File: config.mk
export PLATFORM = sky130hd
export DESIGN_NAME = multdiv_ctrl
export DESIGN_NICKNAME = d
export VERILOG_FILES = /design/src/rtl/multdiv_ctrl.sv
export SDC_FILE = /design/constraint.sdc
export NUM_CORES = 1
export LEC_CHECK = 0
export CORE_UTILIZATION = 39
export CTS_CLUSTER_SIZE = 40
export DETAILED_ROUTE_END_ITERATION = 8
export GPL_TIMING_DRIVEN = 0
export PLACE_DENSITY = 0.76
export SKIP_LAST_GASP = 1
export SLEW_MARGIN = 10
export SYNTH_ARGS = -nofsm -noshare
export SYNTH_HDL_FRONTEND = slang
export SYNTH_SLANG_ARGS = --single-unit
File: constraint.sdc
create_clock -name clock -period 2 [get_ports clock]
set_input_delay 0.3 -clock clock [delete_from_list [all_inputs] [get_ports clock]]
set_output_delay 0.3 -clock clock [all_outputs]
set_load 0.005 [all_outputs]
File: src/rtl/multdiv_ctrl.sv
// Multiply/divide sequencing controller: detects mul/div instructions, stalls the front end,
// issues a start pulse to the multdiv unit, waits for its result (with timeout) and produces a
// one-cycle register-file write-back.
module multdiv_ctrl #(
  parameter int unsigned TIMEOUT = 40
) (
  input  logic        clock,
  input  logic        reset,
  input  logic [31:0] q_imem,
  input  logic        flush,
  input  logic        data_resultRDY,
  input  logic        data_exception,
  input  logic [31:0] data_result,
  output logic        ctrl_MULT,
  output logic        ctrl_DIV,
  output logic        stall,
  output logic        wb_en,
  output logic [4:0]  wb_rd,
  output logic [31:0] wb_data,
  output logic [15:0] md_count
);

  typedef enum logic [1:0] {StIdle, StBusy, StDone} state_e;

  localparam logic [5:0] CntLast = 6'(TIMEOUT - 1);
  localparam logic [4:0] ExcRd   = 5'd30;

  state_e      state_q, state_d;
  logic [5:0]  cnt_q;
  logic [4:0]  rd_q;
  logic        is_div_q;
  logic        ctrl_mult_q, ctrl_div_q;
  logic        wb_en_q;
  logic [4:0]  wb_rd_q;
  logic [31:0] wb_data_q;
  logic [15:0] md_count_q;

  logic md_instr;
  logic detect;
  logic complete;
  logic exc;

  // Decode: R-type opcode with ALU op mul (00110) or div (00111).
  assign md_instr = (q_imem[31:27] == 5'b00000) &&
                    ((q_imem[6:2] == 5'b00110) || (q_imem[6:2] == 5'b00111));
  assign detect   = (state_q == StIdle) && md_instr && !flush;

  // Next-state, stall and completion decode.
  always_comb begin
    state_d  = state_q;
    stall    = 1'b0;
    complete = 1'b0;
    exc      = 1'b0;
    unique case (state_q)
      StIdle: begin
        stall = detect;
        if (detect) state_d = StBusy;
      end
      StBusy: begin
        stall = 1'b1;
        if (flush) begin
          state_d = StIdle;
        end else if ((cnt_q != 6'd0) && data_resultRDY) begin
          // First BUSY cycle is the start-pulse cycle, so RDY is ignored there.
          state_d  = StDone;
          complete = 1'b1;
          exc      = data_exception;
        end else if (cnt_q == CntLast) begin
          state_d  = StDone;
          complete = 1'b1;
          exc      = 1'b1;
        end
      end
      StDone: begin
        state_d = StIdle;
      end
      default: begin
        state_d = StIdle;
      end
    endcase
    // Reset holds the FSM in IDLE, but a live instruction must not raise stall meanwhile.
    if (!reset) stall = 1'b0;
  end

  // State, cycle counter, latched operation and start pulses.
  always_ff @(posedge clock or negedge reset) begin
    if (!reset) begin
      state_q     <= StIdle;
      cnt_q       <= 6'd0;
      rd_q        <= 5'd0;
      is_div_q    <= 1'b0;
      ctrl_mult_q <= 1'b0;
      ctrl_div_q  <= 1'b0;
    end else begin
      state_q     <= state_d;
      cnt_q       <= (state_q == StBusy) ? cnt_q + 6'd1 : 6'd0;
      ctrl_mult_q <= detect && !q_imem[2];
      ctrl_div_q  <= detect && q_imem[2];
      if (detect) begin
        rd_q     <= q_imem[26:22];
        is_div_q <= q_imem[2];
      end
    end
  end

  // Write-back registers: loaded on the BUSY->DONE transition so they are valid during DONE.
  always_ff @(posedge clock or negedge reset) begin
    if (!reset) begin
      wb_en_q   <= 1'b0;
      wb_rd_q   <= 5'd0;
      wb_data_q <= 32'd0;
    end else begin
      wb_en_q <= complete && (exc || (rd_q != 5'd0));
      if (complete) begin
        wb_rd_q   <= exc ? ExcRd : rd_q;
        wb_data_q <= exc ? (is_div_q ? 32'd5 : 32'd4) : data_result;
      end
    end
  end

  // Completed-operation counter, saturating.
  always_ff @(posedge clock or negedge reset) begin
    if (!reset) begin
      md_count_q <= 16'd0;
    end else if ((state_q == StDone) && (md_count_q != 16'hFFFF)) begin
      md_count_q <= md_count_q + 16'd1;
    end
  end

  assign ctrl_MULT = ctrl_mult_q;
  assign ctrl_DIV  = ctrl_div_q;
  assign wb_en     = wb_en_q;
  assign wb_rd     = wb_rd_q;
  assign wb_data   = wb_data_q;
  assign md_count  = md_count_q;

endmodule

; Word-level counts from Yosys, hierarchy flattened
; Cells that the tools add are included.
[word_totals]
register_bits = 70
output_inout_bits = 57
word_cells = 55
input_bits = 69
[op_classes]
add_sub_neg = 2
mux = 18
n_reduce_logical = 17
eq_ne = 8
[ops]
columns = op, n
row1 = 32-bit two-way mux, 1
row2 = 16-bit by 1-bit adder with 16-bit output (second input constant), 1
row3 = 16-bit != test (second input constant), 1
row4 = 5-bit by 3-bit equality test with 1-bit output (second input constant), 2
row5 = 1-bit two-way mux, 9
row6 = 1-bit logical AND, 8
row7 = 2-bit two-way mux, 4
row8 = 6-bit by 1-bit adder with 6-bit output (second input constant), 1
row9 = 6-bit equality test (second input constant), 1
row10 = 6-bit two-way mux, 1
row11 = 6-bit nonzero test, 1
row12 = 5-bit logical NOT, 1
row13 = 5-bit two-way mux, 1
row14 = 5-bit nonzero test, 1
row15 = 4-bit != test (second input constant), 1
row16 = 2-bit case mux with 2 select lines, 1
row17 = 2-bit by 1-bit equality test with 1-bit output (second input constant), 1
row18 = 2-bit equality test (second input constant), 1
row19 = 1-bit logical NOT, 2
row20 = 2-bit logical NOT, 1
row21 = 1-bit logical OR, 2
row22 = 2-bit != test (second input constant), 1
row23 = 1-bit case mux with 2 select lines, 1
row24 = 2-bit AND reduction, 1

; Logic depth before layout (Yosys ltp)
; Gate-level depths: netlist of run 1.
[logic_depth]
ltp_word = 7
depth_mapped = 8
ltp_nobuf = 6

; Worst setup path before layout of run 1
; OpenSTA, ideal clock, no wires.
[synth_timing]
path_kind = reg2reg
start = reg cnt_q[0]
end = reg wb_data_q[0] (netlist: wb_data[0])
stages_incl_launch_ff = 7
setup_slack_ns = 0.045
setup_ns = 0.125
synth_period_minus_slack_ns = 1.955
arrival_ns = 1.830
path_buffers = 0
required_ns = 1.875
path_cell_list = dfrtp_1 -> inv_1 -> ha_1 -> or4b_4 -> o211a_4 -> mux2_4 -> mux2_4
[synth_between]
elab_chain_len = 6
word_cells_on_any_way = 11
classes_between = eq/ne: 1 / mux: 8 / reduce/logical: 2
[synth_rtl]
columns = item, line
row1 = start: declaration, 29  ; logic [5:0] cnt_q;
row2 = start signal: assignment, 96  ; cnt_q <= (state_q == StBusy) ? cnt_q + 6'd1 : 6'd0;
row3 = 6-bit equality test or 6-bit nonzero test (tied branches), "68, 63"
row4 = 1-bit two-way mux or 1-bit logical AND (tied branches), "68, 63"
row5 = 1-bit two-way mux, 63  ; end else if ((cnt_q != 6'd0) && data_resultRDY) begin
row6 = 1-bit two-way mux, 61  ; if (flush) begin
row7 = 1-bit two-way mux, 54  ; unique case (state_q)
row8 = 32-bit two-way mux, 116  ; wb_data_q <= exc ? (is_div_q ? 32'd5 : 32'd4) : data_result;
row9 = end signal: assignment, 116
row10 = end: declaration, 35  ; logic [31:0] wb_data_q;
; Several ways; a longest one is shown, not always the timed one.
; A chain may end at the register's enable or synchronous reset.

; Final worst setup path of run 1
[layout_timing]
start = reg cnt_q[1]
end = reg wb_data_q[0] (netlist: wb_data[0])
; Same word-level chain as after synthesis.

==> metrics list, run 1 <==
* Outcome: complete, but fails checks
* Violations in the final reports: setup timing
- Synthesis produced a netlist whose cell count is 287.
* Total of buffers placed on input and output ports: 108
- For this design the top-level I/O count stands at 126.
- Counting every net in the synthesized netlist gives 359.
* Max-slew violations: 0
- Number of buffers created by CTS: 9
- Synth-to-layout area growth: 52.7%
- Flip-flop cell with the highest count after synthesis: sky130_fd_sc_hd__dfrtp_1
* CP Launch Type: flop
- Measured along the y axis, the die boundary spans 92.1 um.
- Final setup viols: 1
- Overall fraction of global-route tracks in use: 0.181
- Routed vias: 2,484
* Top cells by area in the synthesized netlist: sky130_fd_sc_hd__dfrtp_1 (55%), sky130_fd_sc_hd__mux2i_1 (10%), sky130_fd_sc_hd__inv_1 (4.5%)
- The initial utilization of the core area, before any placement, comes to 0.405.
- Using the TritonRoute via totals, the vias-per-cell ratio works out to 4.75.
* First-pass iteration count of the detailed router: 5
- Leakage: 2.07 nW
* Drt initial violations: 73
* Routability cong.: 0.863
* Number of standard cells in the layout, taps in and fillers out: 523
- For the pin with the worst max-slew slack, the measured transition is 0.439 ns.
- Avg Inst Size Synth: 11.0 sq um
- Clock tree buffer depth: 2
- TritonCTS clock tree: built
- Dividing total power by cell area gives a power density of 662 nW/um^2.
* Flops & latches, synth: 70
- The worst setup path is captured at a flop.
* Largest net degree at the start of global routing: 43
- For this run, the register share of the synthesized area comes to 0.553.
- The HPWL after detailed placement is 5160 um.
* Data arrival time at the worst-slack endpoint: 2.23 ns
- The mapped netlist covers 3170 sq um.
- Maximum Capacitance Violations: 0
- Measured against its own limit, the worst slew margin works out to 0.705.
- The final hold violation count is 0.
* Clock transition at the registers of the reported paths: 0.08 ns
- Number of antenna cells inserted: 0
* Count of flip-flops with a built-in enable after synthesis: 0
* Share of layout cells above drive strength 1: 0.135
* Worst setup slack after layout: -0.0160 ns
* Number of levels in the clock H-tree: 3
* Final period utilization: 1.01
* Number of antenna violations at the first check in global routing: 0
* Average routed wire per standard cell: 13.7 um
- For the worst-skew pair, the clock arrives at the later sink with an insertion delay of 0.33 ns.
* Placeable core region: 7810 sq um
* Filler cells: 670
* Via count of the first global-routing pass: 2,544
- Design Power: 3.20 mW
- The critical path is of the reg -> reg type.
- After routing, the total negative slack on setup checks comes to -0.0160 ns.
* Unrepaired setup endpoints after global routing: true
- Placed Cells: 498
- Cell variety after synth: 38
* Clock tree root buffer cell: sky130_fd_sc_hd__clkbuf_8
* Grt total ovfl: 0
- Of the post-synthesis cell area, the dominant cell type holds 0.553.
- The first global-routing pass estimated 12,000 um of wire.
- Overall die width: 92.1 um
- After the last flow step, the layout net total stands at 488.
- Routed Antenna Nets: 0
- The worst path in the final design needs a cycle of 2.02 ns, including I/O delays and setup.
* Sink Count: 70
- Data on the critical path is required at its endpoint by 2.22 ns.
* Total Routed Length: 7170 um
* Proportion of synthesized flip-flops having asynchronous set or reset: 1.00
* Synthesis warning total: 0
* Cell accounting for the most synthesized area: sky130_fd_sc_hd__dfrtp_1
- The min-delay analysis places its worst path in the category in -> async.
- Number of remaining DRC errors: 0
* Max Freq: 0.496 GHz
- Highest fanout seen on the critical path: 5
* Clock skew after layout: 0.00745 ns
- The die covers 8480 sq um.
- Across the VDD grid, the largest voltage drop is 0.000398 V.
* Standard-cell rows: 32
-- metrics by stage --
step           hold WS [ns]  utilization  area, sq um  worst slack (ns)
2_1_floorplan       0.00441            -         3170            0.0451
3_3_place_gp          0.465        0.560         4370             -2.29
3_5_place_dp          0.253        0.563         4390            -0.343
4_1_cts              0.0299        0.614         4790           -0.0280
5_1_grt              0.0505        0.619         4830           -0.0932
6_report             0.0374        0.619         4830           -0.0160
-- worst paths after layout --
kind / endpoint / startpoint / cells past startpoint / slack (ns)
worst min register to register: is_div_q$_DFFE_PN0N_ / is_div_q$_DFFE_PN0N_ / 1 / 0.49
worst max-delay path: wb_data[0]$_DFFE_PN0P_ / cnt_q[1]$_DFF_PN0_ / 6 / -0.02
max in group asynchronous: wb_data[26]$_DFFE_PN0P_ / reset / 4 / 1.22
worst min-delay path: md_count[5]$_DFFE_PN0P_ / reset / 3 / 0.04
min in group clock: is_div_q$_DFFE_PN0N_ / is_div_q$_DFFE_PN0N_ / 1 / 0.49
worst max register to register: wb_data[0]$_DFFE_PN0P_ / cnt_q[1]$_DFF_PN0_ / 6 / -0.02
-- state kept, by name (all words and copies together) (netlist names), 2 cells and up --
register / flops
wb_data: 32
md_count: 16
cnt_q: 6
rd_q: 5
wb_rd: 5
state_q: 2
-- repair_timing --
action | in CTS | in global routing
resized for setup | 9 | 13
endpoints found under the hold margin | 28 | 0
pin swaps | 1 | 4
setup buffers | 4 | 2
hold buffers | 4 | 0
endpoints found under the setup margin | 30 | 40
-- Yosys cell counts (2+ instances only) --
cell / instances
sky130_fd_sc_hd__dfrtp_1: 70
sky130_fd_sc_hd__buf_2: 2
sky130_fd_sc_hd__mux2_2: 7
sky130_fd_sc_hd__mux2i_1: 32
sky130_fd_sc_hd__buf_6: 2
sky130_fd_sc_hd__nand2_1: 37
sky130_fd_sc_hd__xor2_1: 9
sky130_fd_sc_hd__nand2b_1: 2
sky130_fd_sc_hd__nor3b_1: 2
sky130_fd_sc_hd__o21ai_0: 2
sky130_fd_sc_hd__nand3_1: 10
sky130_fd_sc_hd__nor2_1: 14
sky130_fd_sc_hd__inv_1: 38
sky130_fd_sc_hd__o21a_1: 3
sky130_fd_sc_hd__nor4_1: 8
sky130_fd_sc_hd__nor3_1: 4
sky130_fd_sc_hd__ha_1: 3
sky130_fd_sc_hd__nand4_1: 8
sky130_fd_sc_hd__xnor2_1: 8
sky130_fd_sc_hd__clkbuf_1: 5
sky130_fd_sc_hd__mux2_4: 2
sky130_fd_sc_hd__or4_1: 3
-- layer usage --
layer,GRT usage,wire (um),share of wire
met4,0.0716,123,0.017
met5,0,0,0
met3,0.0439,377,0.053
met2,0.305,3630,0.51
met1,0.221,3040,0.42
-- report_power, final --
part	switching, mW	total [mW]	internal (mW)
Sequential	0.0237	1.48	1.45
Clock	0.537	1.43	0.897
Combinational	0.0924	0.286	0.194
-- layout by cell type, fill, tap and decap left out, drive strengths merged, types with 2 or more instances in the layout --
cell           netlist  final
nand2               37     37
nand2b               2      2
xnor2                8      8
clkdlybuf4s50        0    106
nand4                8      8
nor3                 4      4
clkinvlp             0      2
buf                  4     16
o21a                 3      3
xor2                 9      9
inv                 38     38
nor4                 9      9
mux2                 9      9
or4                  3      3
clkbuf               5     15
mux2i               32     32
nand3               10     10
ha                   3      3
dfrtp               70     70
a21oi                2      2
nor3b                2      2
bufinv               0      3
nor2                14     14
o21ai                3      3
-- layout make-up --
cell class | instances | area [sq um] | area share
clock inverters | 5 | 105 | 0.0217
flip-flops and latches | 70 | 1750 | 0.363
repair buffers | 119 | 1210 | 0.250
well taps | 102 | 128 | 0.0264
clock buffers | 11 | 151 | 0.0313
plain buffers | 8 | 55.1 | 0.0114
inverters | 38 | 143 | 0.0295
multi-input cells | 170 | 1290 | 0.267
-- critical path, stage by stage (launching register included) --
cell	delay [ns]
sky130_fd_sc_hd__dfrtp_1	0.40
sky130_fd_sc_hd__inv_1	0.06
sky130_fd_sc_hd__ha_1	0.13
sky130_fd_sc_hd__or4b_4	0.48
sky130_fd_sc_hd__o211a_4	0.28
sky130_fd_sc_hd__mux2_4	0.30
sky130_fd_sc_hd__mux2_4	0.25
-- cells by family (layout without fill, tap and decap cells) --
group,after synthesis,count (layout),synth area share
simple gates,96,96,0.156
compound gates,13,13,0.0352
flops,70,70,0.553
fa+ha+maj,3,3,0.0119
buf+inv,47,181,0.0613
xor+xnor,17,17,0.0470
mux,41,41,0.136
Note: power is estimated with default switching activity, not from simulation.
==> run 2: changes to the inputs <==
--- a/config.mk
+++ b/config.mk
@@ -6,6 +6,7 @@
 export NUM_CORES = 1
 export LEC_CHECK = 0
 export CORE_UTILIZATION = 39
+export CTS_BUF_LIST = sky130_fd_sc_hd__clkbuf_4 sky130_fd_sc_hd__clkbuf_8 sky130_fd_sc_hd__clkbuf_16
 export CTS_CLUSTER_SIZE = 40
 export DETAILED_ROUTE_END_ITERATION = 8
 export GPL_TIMING_DRIVEN = 0
==> results of run 2 <==
Same layout as run 1: the final DEF is identical, and so are final timing and power.
